### src/rtl/alu_rf_sequencer_if.sv
// alu_rf_sequencer_if
//   Bundles the command handshake, the ALU/register-file control and capture
//   signals, and the done/status outputs of alu_rf_sequencer.
//   slave  : sequencer view (accepts commands, drives the datapath controls)
//   master : front-end/datapath view (issues commands, returns result/flagreg)
// Signals
//   cmd_valid/cmd_ready   command handshake
//   cmd_op/ra1/ra2/wb     command payload
//   regwrite/ra1/ra2/inst register-file and ALU controls
//   result/flagreg        combinational ALU outputs fed back for capture
//   done_valid/result/flags  completion pulse and captured values
//   busy/occupancy        status
interface alu_rf_sequencer_if #(
  parameter int AW = 2
);
  logic          cmd_valid;
  logic          cmd_ready;
  logic [3:0]    cmd_op;
  logic [3:0]    cmd_ra1;
  logic [3:0]    cmd_ra2;
  logic          cmd_wb;
  logic          regwrite;
  logic [3:0]    ra1;
  logic [3:0]    ra2;
  logic [3:0]    inst;
  logic [15:0]   result;
  logic [15:0]   flagreg;
  logic          done_valid;
  logic [15:0]   done_result;
  logic [15:0]   done_flags;
  logic          busy;
  logic [AW:0]   occupancy;

  modport slave (
    input  cmd_valid, cmd_op, cmd_ra1, cmd_ra2, cmd_wb, result, flagreg,
    output cmd_ready, regwrite, ra1, ra2, inst,
           done_valid, done_result, done_flags, busy, occupancy
  );

  modport master (
    output cmd_valid, cmd_op, cmd_ra1, cmd_ra2, cmd_wb, result, flagreg,
    input  cmd_ready, regwrite, ra1, ra2, inst,
           done_valid, done_result, done_flags, busy, occupancy
  );
endinterface

### src/rtl/alu_rf_sequencer.sv
// alu_rf_sequencer
//   Command-queued controller for the ALU + register-file pair. Commands
//   (opcode, two register addresses, write-back flag) are buffered in a
//   DEPTH-entry FIFO and sequenced IDLE -> EXEC -> WB -> DONE. The ALU result
//   and flags are captured at the end of EXEC, before any write-back, and
//   returned with a one-cycle done_valid pulse.
// Ports
//   clk    system clock, rising edge
//   reset  asynchronous active-high reset, clears all state
//   bus    alu_rf_sequencer_if.slave: command handshake, datapath controls,
//          captured results and status
// Parameters
//   DEPTH  FIFO entries (power of 2, >= 2)
//   AW     log2(DEPTH)
module alu_rf_sequencer #(
  parameter int DEPTH = 4,
  parameter int AW    = 2
) (
  input logic               clk,
  input logic               reset,
  alu_rf_sequencer_if.slave bus
);

  typedef enum logic [1:0] {IDLE, EXEC, WB, DONE} state_t;

  typedef struct packed {
    logic [3:0] op;
    logic [3:0] ra1;
    logic [3:0] ra2;
    logic       wb;
  } cmd_t;

  cmd_t          fifo_q [DEPTH];
  logic [AW-1:0] wr_ptr_q, wr_ptr_d;
  logic [AW-1:0] rd_ptr_q, rd_ptr_d;
  logic [AW:0]   count_q, count_d;
  logic          rdy_en_q;

  state_t        state_q;
  logic          wb_q;
  logic [3:0]    ra1_q, ra2_q, inst_q;
  logic          regwrite_q;
  logic          done_valid_q;
  logic [15:0]   done_result_q, done_flags_q;

  logic          full, empty, push, pop;
  cmd_t          in_cmd, head;

  assign in_cmd = {bus.cmd_op, bus.cmd_ra1, bus.cmd_ra2, bus.cmd_wb};
  assign head   = fifo_q[rd_ptr_q];
  assign full   = (count_q == (AW+1)'(DEPTH));
  assign empty  = (count_q == '0);

  // rdy_en_q holds cmd_ready low until the first edge after reset releases.
  assign bus.cmd_ready = rdy_en_q & ~full;
  assign push          = bus.cmd_valid & bus.cmd_ready;
  // The FSM only takes a new command from IDLE or DONE.
  assign pop           = ~empty & ((state_q == IDLE) | (state_q == DONE));

  always_comb begin
    wr_ptr_d = wr_ptr_q;
    rd_ptr_d = rd_ptr_q;
    count_d  = count_q;
    if (push) wr_ptr_d = wr_ptr_q + AW'(1);
    if (pop)  rd_ptr_d = rd_ptr_q + AW'(1);
    case ({push, pop})
      2'b10:   count_d = count_q + (AW+1)'(1);
      2'b01:   count_d = count_q - (AW+1)'(1);
      default: count_d = count_q;
    endcase
  end

  // FIFO storage carries no reset; validity is tracked by the pointers.
  always_ff @(posedge clk) begin
    if (push) fifo_q[wr_ptr_q] <= in_cmd;
  end

  always_ff @(posedge clk or posedge reset) begin
    if (reset) begin
      wr_ptr_q <= '0;
      rd_ptr_q <= '0;
      count_q  <= '0;
      rdy_en_q <= 1'b0;
    end else begin
      wr_ptr_q <= wr_ptr_d;
      rd_ptr_q <= rd_ptr_d;
      count_q  <= count_d;
      rdy_en_q <= 1'b1;
    end
  end

  // Sequencing FSM; every datapath control is a registered output so that no
  // combinational path exists from cmd_* to the datapath.
  always_ff @(posedge clk or posedge reset) begin
    if (reset) begin
      state_q       <= IDLE;
      wb_q          <= 1'b0;
      ra1_q         <= '0;
      ra2_q         <= '0;
      inst_q        <= '0;
      regwrite_q    <= 1'b0;
      done_valid_q  <= 1'b0;
      done_result_q <= '0;
      done_flags_q  <= '0;
    end else begin
      regwrite_q   <= 1'b0;
      done_valid_q <= 1'b0;
      case (state_q)
        IDLE, DONE: begin
          if (pop) begin
            ra1_q   <= head.ra1;
            ra2_q   <= head.ra2;
            inst_q  <= head.op;
            wb_q    <= head.wb;
            state_q <= EXEC;
          end else begin
            state_q <= IDLE;
          end
        end
        EXEC: begin
          // Capture before the write-back so done_result is the pre-write value.
          done_result_q <= bus.result;
          done_flags_q  <= bus.flagreg;
          regwrite_q    <= wb_q;
          state_q       <= WB;
        end
        WB: begin
          ra1_q        <= '0;
          ra2_q        <= '0;
          inst_q       <= '0;
          done_valid_q <= 1'b1;
          state_q      <= DONE;
        end
        default: state_q <= IDLE;
      endcase
    end
  end

  assign bus.regwrite    = regwrite_q;
  assign bus.ra1         = ra1_q;
  assign bus.ra2         = ra2_q;
  assign bus.inst        = inst_q;
  assign bus.done_valid  = done_valid_q;
  assign bus.done_result = done_result_q;
  assign bus.done_flags  = done_flags_q;
  assign bus.busy        = (state_q != IDLE) | ~empty;
  assign bus.occupancy   = count_q;

endmodule

### src/flat_wrapper.sv
// flat-port wrapper written by rule: the top's interface ports become plain ports
module alu_rf_sequencer_flat 
#(
  parameter int DEPTH = 4,
  parameter int AW    = 2
)
  (clk, reset, bus_cmd_valid, bus_cmd_op, bus_cmd_ra1, bus_cmd_ra2, bus_cmd_wb, bus_result, bus_flagreg, bus_cmd_ready, bus_regwrite, bus_ra1, bus_ra2, bus_inst, bus_done_valid, bus_done_result, bus_done_flags, bus_busy, bus_occupancy);
  alu_rf_sequencer_if #(.AW(AW)) bus_i ();
  input logic clk;
  input logic reset;
  input wire logic [$bits(bus_i.cmd_valid)-1:0] bus_cmd_valid;
  input wire logic [$bits(bus_i.cmd_op)-1:0] bus_cmd_op;
  input wire logic [$bits(bus_i.cmd_ra1)-1:0] bus_cmd_ra1;
  input wire logic [$bits(bus_i.cmd_ra2)-1:0] bus_cmd_ra2;
  input wire logic [$bits(bus_i.cmd_wb)-1:0] bus_cmd_wb;
  input wire logic [$bits(bus_i.result)-1:0] bus_result;
  input wire logic [$bits(bus_i.flagreg)-1:0] bus_flagreg;
  output wire logic [$bits(bus_i.cmd_ready)-1:0] bus_cmd_ready;
  output wire logic [$bits(bus_i.regwrite)-1:0] bus_regwrite;
  output wire logic [$bits(bus_i.ra1)-1:0] bus_ra1;
  output wire logic [$bits(bus_i.ra2)-1:0] bus_ra2;
  output wire logic [$bits(bus_i.inst)-1:0] bus_inst;
  output wire logic [$bits(bus_i.done_valid)-1:0] bus_done_valid;
  output wire logic [$bits(bus_i.done_result)-1:0] bus_done_result;
  output wire logic [$bits(bus_i.done_flags)-1:0] bus_done_flags;
  output wire logic [$bits(bus_i.busy)-1:0] bus_busy;
  output wire logic [$bits(bus_i.occupancy)-1:0] bus_occupancy;
  assign bus_i.cmd_valid = bus_cmd_valid;
  assign bus_i.cmd_op = bus_cmd_op;
  assign bus_i.cmd_ra1 = bus_cmd_ra1;
  assign bus_i.cmd_ra2 = bus_cmd_ra2;
  assign bus_i.cmd_wb = bus_cmd_wb;
  assign bus_i.result = bus_result;
  assign bus_i.flagreg = bus_flagreg;
  assign bus_cmd_ready = bus_i.cmd_ready;
  assign bus_regwrite = bus_i.regwrite;
  assign bus_ra1 = bus_i.ra1;
  assign bus_ra2 = bus_i.ra2;
  assign bus_inst = bus_i.inst;
  assign bus_done_valid = bus_i.done_valid;
  assign bus_done_result = bus_i.done_result;
  assign bus_done_flags = bus_i.done_flags;
  assign bus_busy = bus_i.busy;
  assign bus_occupancy = bus_i.occupancy;
  alu_rf_sequencer #(.DEPTH(DEPTH), .AW(AW)) u_core (.clk(clk), .reset(reset), .bus(bus_i));
endmodule
### config.mk
export PLATFORM = sky130hd
export DESIGN_NAME = alu_rf_sequencer_flat
export DESIGN_NICKNAME = d
export VERILOG_FILES = /design/src/rtl/alu_rf_sequencer_if.sv /design/src/rtl/alu_rf_sequencer.sv /design/src/flat_wrapper.sv
export SDC_FILE = /design/constraint.sdc
export NUM_CORES = 1
export LEC_CHECK = 0
export ABC_AREA = 1
export BUFFER_PORTS_ARGS = -buffer_cell sky130_fd_sc_hd__clkbuf_2
export CORE_ASPECT_RATIO = 0.9
export CORE_MARGIN = 4
export CORE_UTILIZATION = 53
export CTS_CLUSTER_DIAMETER = 40
export CTS_CLUSTER_SIZE = 10
export DETAILED_ROUTE_END_ITERATION = 6
export PLACE_DENSITY = 0.9
export SLEW_MARGIN = 0
export SYNTH_ARGS = -nofsm -noshare
export SYNTH_HDL_FRONTEND = slang
export SYNTH_SLANG_ARGS = --single-unit
### constraint.sdc
create_clock -name clk -period 2.35 [get_ports clk]
set_input_delay 0.1175 -clock clk [delete_from_list [all_inputs] [get_ports clk]]
set_output_delay 0.1175 -clock clk [all_outputs]
set_load 0.02 [all_outputs]
==> out/results.ini, run 1 <==
[worst_setup_path]
cp.arrival_ns=2.50
crit_fanout=19
start_kind=flip-flop
worstSetupPathType=flip-flop to flip-flop
cp.required_ns=2.66
endpoint_kind=flip-flop

[sta]
max_slew_margin_pct=61.1
layout_setup_ws_ns=0.161
period_share_pct=93.1
finalMaxSlewViolations=0
final-setup-viol-count=0
rsz0062_at_grt=false
finalSetupTns_ns=0
hold_viol_final=0
timing.fmax_ghz=0.457
fin_skew_ns=0.0219
min_period_ns=2.19
tightest_slew_ns=0.583
whs_ns=0.0304

[pwr]
ir_worst_vdd_v=0.000627
power.density_nw_per_um2=1280
p_leak_nw=2.85

[floorplanning]
design.die.area_um2=10200
core.rowCount=31
top_level_ports=99
die_w_um=106
die_h_um=96.1
initial_utilization_pct=55.6
coreArea_um2=8220

[status]
status=complete, no violations

[clock_network]
clock_latency_ns=0.38
htreeDepth=3
cts_tree=done
cts_buffers=9
clock_sink_count=109
cts.repair.resized=0
clockBufferDepth=2
postCtsSetupBuffers=0
path_clk_slew_ns=0.11
root_buffer=clkbuf_8
holdBufCountCts=46

[final_layout]
seqCellArea_um2=2990
antenna_cells=0
multi_input_area_um2=1200
layout-drive-gt1-share_pct=28.6
nFillCells=522
areaGrowthSynthToFinish_pct=26.9
nNetsFinal=604

[logic_synthesis]
synth_area_per_cell_um2=11.5
synth_area_leaders=edfxtp_1 (34%), dfrtp_1 (31%), nand2_1 (8.5%), mux2_2 (7.9%), inv_1 (5.7%)
synth_area_um2=4570
synth_cells=399
yosysMostFrequentCell=nand2_1
synth_seq_cells=109
synth-main-ff-cell=dfrtp_1
syn-num-nets=456
synth_top_area_share_pct=34.2
synth_edf_count=52
synth_top_cell_by_area=edfxtp_1
yosys_warnings=0
ys_top_cells_by_count=nand2_1 (104), inv_1 (70), dfrtp_1 (57)
yosysSeqAreaShare_pct=65.4
async_flop_share_pct=52.3
yosysUniqueCellTypes=23

[drt]
finalWirelength_mm=11.4
firstDrtPassIters=4
drt_iter0_markers=228
wl_per_cell_um=17.0
vias=3368
drt.antenna.violating_nets=0
via_per_inst=5.05
drc=0

[placement]
port_buffers=98
hpwl_mm=6.80
gp_congestion=0.764
dp_worst_setup_slack_ns=0.193

[hold_path]
hold_path_class=input port to flip-flop

[global_route]
grt_util_all_layers_pct=23.0
antenna_found_initial=0
grt_pass1_wl_mm=17.7
grt_pass1_vias=3468
grt_max_degree=31
gr-total-overflow=0

[job]
drv_cap=0

[cell families (layout without fill, tap and decap cells)]
family                   Yosys count  after routing  share of synthesized area, %
AND/OR/NAND/NOR                  155            155                          14.5
flip-flops                       109            109                          65.4
buffers and inverters             86            239                          8.35
multiplexers                      32             32                          7.88
adder cells (fa/ha/maj)            9              9                          2.63
XOR/XNOR                           4              4                         0.767
AO/OA/AOI/OAI                      3              3                         0.383
other                              1              1                        0.0820
[registers in the layout (all words and copies together) (netlist names), 3 cells and up]
| register | flops |
|---|---|
| u_core.bus.ra2 | 4 |
| u_core.bus.inst | 4 |
| u_core.bus.ra1 | 4 |
| u_core.bus.occupancy | 3 |
| u_core.bus.done_result | 16 |
| u_core.bus.done_flags | 16 |
| u_core.fifo_q | 52 |
[layout make-up]
cell class	instances	area share, %
Clock inverter	6	0.820
Multi-Input combinational cell	204	20.7
Inverter	71	4.64
Tap cell	115	2.48
Clock buffer	10	2.20
Timing Repair Buffer	152	17.6
Sequential cell	109	51.5
[metrics by stage]
stage	utilization (%)	cells	cell area (um^2)	power [mW]
4_1_cts	70.5	667	5800	7.36
2_1_floorplan	-	399	4570	5.36
5_1_grt	70.5	667	5800	7.90
6_report	70.5	667	5800	7.45
3_3_place_gp	62.8	605	5160	6.04
3_5_place_dp	62.8	605	5160	6.27
[layout by cell type, fill, tap and decap left out, types with 4 or more instances in the layout]
master,Yosys,routed
buf_4,5,7
clkbuf_2,0,98
clkbuf_8,0,9
dfrtp_1,57,57
dlygate4sd3_1,0,46
edfxtp_1,52,52
ha_1,8,8
inv_1,70,69
mux2_2,32,32
nand2_1,104,104
nand3_1,41,41
nor2_1,4,4
[final timing paths]
| path | startpoint | end | slack, ns | depth (start not counted) |
|---|---|---|---|---|
| min | bus_cmd_valid | u_core.wr_ptr_q[1]$_DFFE_PP0P_ | 0.03 | 3 |
| min in group asynchronous | reset | u_core.bus.done_flags[0]$_DFFE_PP0N_ | 0.33 | 3 |
| max in group asynchronous | reset | u_core.bus.done_result[7]$_DFFE_PP0N_ | 1.20 | 4 |
| max | u_core.state_q[0]$_DFF_PP0_ | u_core.bus.occupancy[2]$_DFFE_PP0P_ | 0.16 | 12 |
| min reg2reg | u_core.wb_q$_DFFE_PP0P_ | u_core.bus.regwrite$_DFF_PP0_ | 0.47 | 2 |
| max reg2reg | u_core.state_q[0]$_DFF_PP0_ | u_core.bus.occupancy[2]$_DFFE_PP0P_ | 0.16 | 12 |
[report_power, final]
part / switching (mW) / internal [mW] / total (mW) / leakage, nW
clock network: 0.647 / 0.394 / 1.04 / 0.0820
registers: 0.364 / 2.60 / 2.96 / 1.16
logic: 2.18 / 1.26 / 3.45 / 1.61
[critical path, cell delays in order (launching register included)]
cell,delay [ns]
dfrtp_1,0.38
inv_1,0.07
ha_1,0.33
inv_1,0.10
nand2_4,0.14
inv_1,0.11
ha_1,0.17
inv_1,0.08
fa_1,0.40
inv_1,0.08
nand2_1,0.05
nand3b_1,0.09
xor2_1,0.14
[layer usage]
layer | GRT usage [%] | vias to the layer above | share of wire, %
met2 | 41.6 | 165 | 52
met1 | 25.9 | 1602 | 37
met5 | 0 | - | 0
li1 | - | 1556 | -
met3 | 5.23 | 45 | 6.5
met4 | 12.0 | 0 | 4.2
Note: power is estimated with default switching activity, not from simulation.
==> run 2, diff against run 1 <==
Settings changed: CTS_BUF_LIST from default to sky130_fd_sc_hd__clkbuf_4.
==> run 2 against run 1 <==
Effect of this change: routed wire length shrank 2.0%; largest cell class unchanged; combinational power is essentially flat; worst setup slack gained 0.017 ns; utilization shrank 0.52 points; sequential power is essentially flat; power shrank 2.6%; critical path depth is the same.
==> out/results.ini, run 2 (synthesized netlist as in run 1, its figures left out) <==
[final_layout]
nNetsFinal=605
final_cell_mix=nand2_1 (104), clkbuf_2 (98), inv_1 (69)
fin_area_um2=5760
final_common_cell=nand2_1
fin_cells=668
layout-drive-gt1-share_pct=28.8
largest_reg_flops=52
regMostFlops=u_core.fifo_q
antenna_cells=0
areaGrowthSynthToFinish_pct=26.0

[pwr]
internal_power_mw=4.10
ir_worst_vdd_v=0.000591
p_leak_nw=2.83
power.density_nw_per_um2=1260
pwr-share-clk_pct=11.7
p_switching_mw=3.16
p_sw_share_pct=43.6
power_frac_comb_pct=47.3
seqPwrFrac_pct=40.9

[sta]
max_slew_margin_pct=61.8
final-setup-viol-count=0
fin_skew_ns=0.0365
layout_setup_ws_ns=0.178
finalMaxSlewViolations=0
finalSetupTns_ns=0
rsz0062_at_grt=false
whs_ns=0.212
min_period_ns=2.17
period_share_pct=92.4
timing.fmax_ghz=0.460
hold_viol_final=0
tightest_slew_ns=0.572

[worst_setup_path]
cp_slowest_cell=dfrtp_1
path_cells=inv_1 -> ha_1 -> inv_1 -> nand2_4 -> inv_1 -> ha_1 -> inv_1 -> fa_1 -> inv_1 -> nand2_1 -> nand3b_1 -> xor2_1
crit_fanout=19
worstSetupPathType=flip-flop to flip-flop
cpMostUsedCell=inv_1
start_kind=flip-flop
worstSetupStartpoint=u_core.state_q[0]$_DFF_PP0_
cp_num_buf_inv=5
critical_path.max_stage_delay_ns=0.39
cp.arrival_ns=2.59
cp.required_ns=2.77
endpoint_kind=flip-flop
cp_top_family=adder cells
rr_startpoint=u_core.state_q[0]$_DFF_PP0_

[placement]
port_buffers=98
gp_congestion=0.764
dpl_cell_area_um2=5160
placed_cells=605
dp_worst_setup_slack_ns=0.193
hpwl_mm=6.80

[global_route]
gr-max-usage-layer=met2
grt_pass1_wl_mm=17.3
grtUsageMet3_pct=5.37
antenna_found_initial=0
use_met1_pct=24.7
grt_util_all_layers_pct=22.6
grt_util_met2_pct=41.9
grt_pass1_vias=3462
grt_max_degree=31
gr-total-overflow=0

[drt]
vias=3337
wl_per_cell_um=16.7
finalWirelength_mm=11.1
drt_iter0_markers=197
drt.antenna.violating_nets=0
firstDrtPassIters=4
via_per_inst=5.00
drc=0

[clock_network]
cts_tree=done
clock_latency_ns=0.47
cts_buffers=9
path_clk_slew_ns=0.19
clockBufferDepth=2
clock_sink_count=109
postCtsSetupBuffers=0
root_buffer=clkbuf_4
htreeDepth=3
cts.repair.resized=0

[floorplanning]
die_h_um=96.1
design.die.area_um2=10200
initial_utilization_pct=55.6
die_w_um=106
top_level_ports=99
core.rowCount=31
coreArea_um2=8220

[job]
drv_cap=0

[hold_path]
hold_path_class=input port to asynchronous set/reset pin

[status]
status=complete, no violations

-- run 2: worst paths after layout --
path,endpoint,slack (ns),depth (start not counted)
hold / removal,u_core.bus.done_flags[15]$_DFFE_PP0N_,0.21,3
max in group asynchronous,u_core.state_q[1]$_DFF_PP0_,1.30,4
min in group clk,u_core.fifo_q[2][3]$_DFFE_PP_,0.41,2
setup / recovery,u_core.bus.occupancy[2]$_DFFE_PP0P_,0.18,12
hold reg to reg,u_core.bus.regwrite$_DFF_PP0_,0.49,2
setup reg to reg,u_core.bus.occupancy[2]$_DFFE_PP0P_,0.18,12
-- run 2: stage by stage --
| stage | power (mW) | utilization, % |
|---|---|---|
| after global routing | 7.71 | 70.0 |
| final | 7.26 | 70.0 |
| after global placement | 6.04 | 62.8 |
| after detailed placement | 6.27 | 62.8 |
| after floorplan | 5.36 | - |
| after CTS | 7.16 | 70.0 |
-- run 2: layer usage --
layer  part of all wire [%]  vias to the layer above
met3                    6.1                       32
met4                    2.5                        0
met5                      0                        -
met2                     54                      154
met1                     38                     1585
li1                       -                     1566
-- run 2: power groups by stage --
stage	clock network [mW]	logic (mW)	registers, mW
6_report	0.852	3.43	2.97
3_3_place_gp	0	3.13	2.91
2_1_floorplan	0	1.96	3.40
4_1_cts	0.866	3.38	2.92
5_1_grt	0.947	3.74	3.02
3_5_place_dp	0	3.31	2.97
-- run 2: timing repair --
action | CTS | global route
setup endpoints to repair | 0 | 0
hold buffers | 47 | 0
endpoints found under the hold margin | 113 | 0
-- run 2: layout make-up --
cell class                 instances  area (um^2)
sequential                       109         2990
fill                             540         2460
multi-input combinational        204         1200
timing repair buffer             153         1030
inverter                          71          269
tap                              115          144
clock buffer                      10         75.1
clock inverter                     6         47.5
-- run 2: worst min-delay path, stage by stage --
cell and delay (ns):
dlygate4sd3_1 0.54, clkbuf_2 0.11, inv_2 0.42
